===== src/rtl/oam_dma_ctrl.sv =====
// oam_dma_ctrl: sprite DMA sequencer that stalls the CPU and copies a 256-byte page into OAM
module oam_dma_ctrl #(
  parameter int ADDR_WIDTH = 16,
  parameter int REG_WIDTH = 8,
  parameter logic [ADDR_WIDTH-1:0] TRIGGER_ADDR = 16'h4014,
  parameter int XFER_LEN = 256
) (
  input  logic                  clk,
  input  logic                  reset,
  input  logic [ADDR_WIDTH-1:0] cpu_addr,
  input  logic [REG_WIDTH-1:0]  cpu_din,
  input  logic                  cpu_we,
  output logic                  cpu_rdy,
  output logic [ADDR_WIDTH-1:0] mem_addr,
  output logic [REG_WIDTH-1:0]  mem_din,
  output logic                  mem_we,
  input  logic [REG_WIDTH-1:0]  mem_dout,
  output logic [7:0]            oam_addr,
  output logic [REG_WIDTH-1:0]  oam_data,
  output logic                  oam_we,
  output logic                  busy
);
  localparam logic [2:0] IDLE = 3'd0, HALT = 3'd1, ALIGN = 3'd2, READ = 3'd3, WRITE = 3'd4;
  logic [2:0] state, nxt;
  logic parity, trig, idle, wr;
  logic [7:0] page, idx, oam_addr_q;
  logic [REG_WIDTH-1:0] oam_data_q;
  assign idle = state == IDLE;
  assign wr = state == WRITE;
  assign trig = idle && cpu_we && cpu_addr == TRIGGER_ADDR;
  always_comb
    nxt = idle ? (trig ? HALT : IDLE) :
          state == HALT ? (parity ? ALIGN : READ) :
          state == ALIGN ? READ :
          state == READ ? WRITE :
          wr ? (idx == 8'(XFER_LEN - 1) ? IDLE : READ) : IDLE;
  always_ff @(posedge clk)
    if (reset) begin
      state <= IDLE;
      parity <= 1'b0;
      idx <= '0;
      page <= '0;
      oam_addr_q <= '0;
      oam_data_q <= '0;
    end else begin
      state <= nxt;
      parity <= ~parity;
      if (trig) begin
        page <= cpu_din[7:0];
        idx <= '0;
      end
      if (wr) begin
        idx <= idx + 8'd1;
        oam_addr_q <= idx;
        oam_data_q <= mem_dout;
      end
    end
  assign cpu_rdy = idle;
  assign busy = !idle;
  // During a transfer the memory port belongs to the DMA; CPU writes are dropped
  assign mem_addr = idle ? cpu_addr : ADDR_WIDTH'({page, idx});
  assign mem_din = cpu_din;
  assign mem_we = idle && cpu_we && !trig;
  assign oam_we = wr;
  assign oam_addr = wr ? idx : oam_addr_q;
  assign oam_data = wr ? mem_dout : oam_data_q;
endmodule

===== config.mk =====
export PLATFORM = sky130hd
export DESIGN_NAME = oam_dma_ctrl
export DESIGN_NICKNAME = d
export VERILOG_FILES = /design/src/rtl/oam_dma_ctrl.sv
export SDC_FILE = /design/constraint.sdc
export NUM_CORES = 1
export LEC_CHECK = 0
export ABC_AREA = 1
export CAP_MARGIN = 0
export CORE_ASPECT_RATIO = 0.9
export CORE_UTILIZATION = 32
export CTS_CLUSTER_SIZE = 16
export DETAILED_ROUTE_END_ITERATION = 10
export PLACE_DENSITY = 0.65
export SKIP_CTS_REPAIR_TIMING = 1
export SLEW_MARGIN = 10
export SYNTH_ARGS = -nofsm -noshare
export SYNTH_HDL_FRONTEND = slang
export SYNTH_SLANG_ARGS = --single-unit

===== constraint.sdc =====
create_clock -name clk -period 2.35 [get_ports clk]
set_clock_uncertainty 0.2 [all_clocks]
set_input_delay 0.235 -clock clk [delete_from_list [all_inputs] [get_ports clk]]
set_output_delay 0.235 -clock clk [all_outputs]
set_load 0.02 [all_outputs]

==> results of run 1 <==
-- Yosys cell counts (all sizes together) --
| master | n | area (um2) |
|---|---|---|
| nand2 | 66 | 255 |
| inv | 37 | 139 |
| dfxtp | 36 | 721 |
| nor2 | 32 | 143 |
| o21ai | 29 | 145 |
| a21oi | 19 | 95.1 |
| buf | 15 | 104 |
| or2 | 15 | 93.8 |
| nand3 | 14 | 82.6 |
| clkbuf | 5 | 18.8 |
| nor3 | 5 | 25.0 |
| a211oi | 1 | 12.5 |
| clkinv | 1 | 3.75 |
| ha | 1 | 12.5 |
| nand3b | 1 | 7.51 |
-- cell families (layout without fill, tap and decap cells) --
| logic type | after synthesis | after routing | synth area share |
|---|---|---|---|
| AOI/OAI and AO/OA | 49 | 49 | 0.136 |
| adders and majority gates | 1 | 1 | 0.00673 |
| buffers and inverters | 58 | 132 | 0.143 |
| DFF | 36 | 36 | 0.388 |
| and+or+nand+nor | 133 | 133 | 0.327 |
-- per-stage QoR --
step,TNS [ns],utilization
after floorplan,0,-
after global placement,0,0.492
after detailed placement,0,0.492
after CTS,-3.22,0.509
after global routing,-0.0280,0.526
final,0,0.526
-- registers in the layout (all words and copies together) (netlist names) --
register	count
idx	8
oam_addr_q	8
oam_data_q	8
page	8
state	3
parity	1
-- power by group --
group          switching (mW)  internal, mW
sequential           0.000514         0.611
clock                   0.241         0.210
combinational          0.0734        0.0935
total                   0.314         0.914
-- cells in the final DEF, fill, tap and decap left out --
cell type and n:
nand2_1 65, clkdlybuf4s50_1 44, dfxtp_1 36, dlymetal6s2s_1 34, inv_1 33, nor2_1 28, a21oi_1 19, o21ai_0 17
or2_2 15, nand3_1 13, o21ai_1 12, buf_4 8, nor3_1 5, clkbuf_8 5, inv_2 3, nor2_4 3
clkinvlp_4 2, inv_6 1, nand2_4 1, clkinv_1 1, nor2_2 1, nand3_4 1, nand3b_1 1, a211oi_2 1
ha_1 1, clkinv_4 1
-- layout make-up --
class,instances,area share
Timing Repair Buffer,86,0.325
Multi-Input combinational cell,183,0.307
Sequential cell,36,0.253
Inverter,38,0.0519
Tap cell,67,0.0295
Clock buffer,5,0.0242
Clock inverter,3,0.00836
-- worst register-to-register path: cells and delay by family (launching register included) --
kind,cells,cell delay [ns]
fa+ha+maj,1,0.19
simple gates,6,0.56
flops,1,0.43
compound gates,1,0.28
-- layer usage --
metal | wire [um] | vias up | GRT usage
li1 | - | 1003 | -
met1 | 2210 | 874 | 0.224
met2 | 2510 | 44 | 0.283
met3 | 269 | 7 | 0.0429
met4 | 66 | 0 | 0.0702
met5 | 0 | - | 0
-- final timing paths --
kind	to	slack [ns]
max	oam_we	0.06
min	parity$_SDFF_PP0_	0.21
max reg2reg	state[0]$_SDFF_PP0_	0.56
min reg2reg	parity$_SDFF_PP0_	0.21
==> flow_summary.toml, run 1 <==
[run_status]
status = "finished, final reports clean"

[critical_path]
cp.buffers_inverters = 3
crit_fanout = 16
crit_path_frequent_cell = "nor2_4"
worstSetupStartpointType = "register"
cp.depth = 5
crit_arrival_ns = 1.86
path_cells = "nor2_4 -> inv_2 -> nor2_4 -> buf_4 -> clkdlybuf4s50_1"
reg2reg_from = "idx[0]$_SDFFE_PP0P_"
worstRegToRegCells = 8
cp_top_family = "buffers and inverters"
cp-startpoint = "state[0]$_SDFF_PP0_"
timing.critical_path.slowest_stage_cell = "clkdlybuf4s50_1"
crit_required_ns = 1.91
endpoint_kind = "output pin"
path_class = "register to output pin"
slowest_delay_ns = 0.62

[power]
power_density_nw_per_um2 = 432
power.leakage_nw = 1.72
fin_total_pwr_mw = 1.23
ir_drop_mv = 0.261

[final_layout]
n_antenna_cell = 0
final-seq-area_um2 = 721
design_area_um2 = 2850
multiInputGateArea_um2 = 875
fill_cells = 538
layout.nets = 386
syn2layout_area_growth_pct = 53.1
layout-drive-gt1-share = 0.120
stdcell_count = 418

[synthesis]
synth_area_per_cell_um2 = 6.71
synth_cell_types = 22
syn_inst = 277
ys_warn_count = 0
seq_area_frac_synth = 0.388
synth_seq_cells = 36
syn_nets = 313
synthesis.area_um2 = 1860

[clock_network]
clk_latency_ns = 0.29
cts_tree = "yes"
cts_sinks = 36
clk_path_buf_depth = 2
clock-root-buffer = "clkbuf_8"
cts.clk_slew.worst_paths_ns = 0.07
htree_levels = 2
cts_buffers = 5

[floorplanning]
start_util = 0.343
die_y_um = 74.3
core_area_um2 = 5410
boundaryPins = 79
rows = 25
die_area_um2 = 6120
die_w_um = 82.3

[grt]
grt_max_degree = 29
antenna_found_initial = 0
grt_pass1_wl_mm = 7.89
grt_overflow = 0
groute.usage.overall = 0.175
first_global_vias = 1782

[drt]
via_per_inst = 4.61
routed_wirelength_mm = 5.06
vias = 1928
drtIter0Drc = 67
drcViolationCount = 0
dr.pass1.iters = 4
wire_per_inst_um = 12.1
antenna_left = 0

[sta]
final-hold-violation-count = 0
tightest_slew_ns = 0.306
finalMaxSlewViolations = 0
period_minus_slack_ns = 2.29
whs_ns = 0.212
finalSetupViolCount = 0
relSlewSlack = 0.794
max_freq_mhz = 436
period_share = 0.976
worst_slack_ns = 0.0574
rsz0062_at_grt = "true"

[worst_hold_path]
holdCritPathClass = "register to register"
whs_path_depth = 1
hold_start = "parity$_SDFF_PP0_"

[placement]
place_inst = 410
io_buffer_count = 78
dp_slack_ns = 0.111
place.gp.congestion = 0.810
dp_hpwl_mm = 3.68
placed_cell_area_um2 = 2660

[flow_run]
maxCapViolCount = 0
(Power assumes the default switching activity.)
==> run 2, diff against run 1 <==
--- a/constraint.sdc
+++ b/constraint.sdc
@@ -4,2 +4,2 @@
 set_output_delay 0.235 -clock clk [all_outputs]
-set_load 0.02 [all_outputs]
+set_load 0.01 [all_outputs]
==> flow_summary.toml, run 2 (synthesis results as in run 1) <==
[placement]
dp_hpwl_mm = 3.68
io_buffer_count = 78
dp_slack_ns = 0.166
place.gp.congestion = 0.761

[final_layout]
layout-drive-gt1-share = 0.154
mostFrequentLayoutCell = "nand2_1"
layout.nets = 393
fill_cells = 516
final_cell_mix = "nand2_1, clkdlybuf4s50_1, dfxtp_1, inv_1, nor2_1"
n_antenna_cell = 0
syn2layout_area_growth_pct = 57.2

[clock_network]
htree_levels = 2
cts_buffers = 5
clock-root-buffer = "clkbuf_8"
cts_tree = "yes"
clk_path_buf_depth = 2
cts_sinks = 36
cts.clk_slew.worst_paths_ns = 0.07
clk_latency_ns = 0.29

[drt]
drcViolationCount = 0
routed_wirelength_mm = 5.26
antenna_left = 0
via_per_inst = 4.67
vias = 1985
wire_per_inst_um = 12.4
drtIter0Drc = 129
dr.pass1.iters = 4

[power]
fin_total_pwr_mw = 1.29
ir_drop_mv = 0.355
power.leakage_nw = 1.68
power_density_nw_per_um2 = 442

[critical_path]
cp.depth = 10
cp.buffers_inverters = 6
cp_top_family = "buffers and inverters"
worstSetupStartpointType = "register"
crit_arrival_ns = 1.82
endpoint_kind = "output pin"
worstRegToRegCells = 8
path_class = "register to output pin"
slowest_delay_ns = 0.35
crit_required_ns = 1.91
path_cells = "nor2_4 -> inv_2 -> nor2_4 -> buf_6 -> buf_6 -> buf_4 -> or2_2 -> o21ai_1 -> inv_1 -> clkbuf_2"
crit_fanout = 6
timing.critical_path.slowest_stage_cell = "dfxtp_2"

[floorplanning]
die_w_um = 82.3
boundaryPins = 79
die_area_um2 = 6120
die_y_um = 74.3
start_util = 0.343
rows = 25
core_area_um2 = 5410

[grt]
groute.usage.overall = 0.164
grt_max_degree = 30
grt_overflow = 0
first_global_vias = 1659
antenna_found_initial = 0
grt_pass1_wl_mm = 7.51

[sta]
period_share = 0.958
relSlewSlack = 0.781
worst_slack_ns = 0.0981
finalMaxSlewViolations = 0
finalSetupViolCount = 0
tightest_slew_ns = 0.328
max_freq_mhz = 444
final-hold-violation-count = 0
period_minus_slack_ns = 2.25

[worst_hold_path]
holdCritPathClass = "register to register"
whs_path_depth = 1

[flow_run]
maxCapViolCount = 0

[run_status]
status = "finished, final reports clean"
==> run 2: per-layer routing <==
metal,global-route usage,share of wire,vias to the layer above
li1,-,-,1017
met1,0.220,0.46,914
met2,0.259,0.48,47
met3,0.0331,0.047,7
met4,0.0585,0.0087,0
met5,0,0,-
==> run 2: area by class of cell <==
cell class,count,area (um2),area share
timing repair inverter,1,8.76,0.00300
timing repair buffer,92,947,0.324
tap,67,83.8,0.0287
multi-input combinational,183,891,0.305
clock buffer,6,72.6,0.0249
sequential,36,723,0.248
inverter,38,159,0.0544
clock inverter,2,35.0,0.0120
==> run 2: power by group <==
part / switching (mW) / leakage (nW) / internal [mW] / total (mW)
Clock: 0.215 / 0.0552 / 0.315 / 0.529
Combinational: 0.0564 / 1.33 / 0.0950 / 0.151
Sequential: 0.000500 / 0.291 / 0.611 / 0.611
Total: 0.272 / 1.68 / 1.02 / 1.29
==> run 2: metrics by stage <==
| step | hold slack [ns] | TNS (ns) | area [um2] | instances | utilization |
|---|---|---|---|---|---|
| 6_report | 0.212 | 0 | 2920 | 425 | 0.540 |
| 3_3_place_gp | 0.205 | 0 | 2650 | 409 | 0.490 |
| 3_5_place_dp | 0.203 | 0 | 2650 | 409 | 0.490 |
| 2_1_floorplan | 0.178 | 0 | 1860 | 277 | - |
| 5_1_grt | 0.229 | -0.0278 | 2920 | 425 | 0.540 |
| 4_1_cts | 0.214 | -1.76 | 2760 | 417 | 0.510 |
==> run 2: final timing paths <==
kind,start,endpoint,slack (ns)
hold reg to reg,parity$_SDFF_PP0_,parity$_SDFF_PP0_,0.21
hold / removal,parity$_SDFF_PP0_,parity$_SDFF_PP0_,0.21
setup reg to reg,idx[0]$_SDFFE_PP0P_,state[0]$_SDFF_PP0_,0.51
setup / recovery,state[0]$_SDFF_PP0_,oam_addr[1],0.1
==> run 2: worst register-to-register path: stages, from the launching register on <==
cell	delay [ns]
dfxtp_1	0.46
ha_1	0.21
nand2_1	0.10
nor2_1	0.16
nand2_1	0.11
o21ai_0	0.23
nand2_1	0.11
nand3_1	0.10
nand2_1	0.07
==> run 3, diff against run 2 <==
- CTS_CLUSTER_SIZE: 16 -> 12
==> results of run 3 <==
Same layout as run 2: the final DEF is identical, and so are final timing and power.
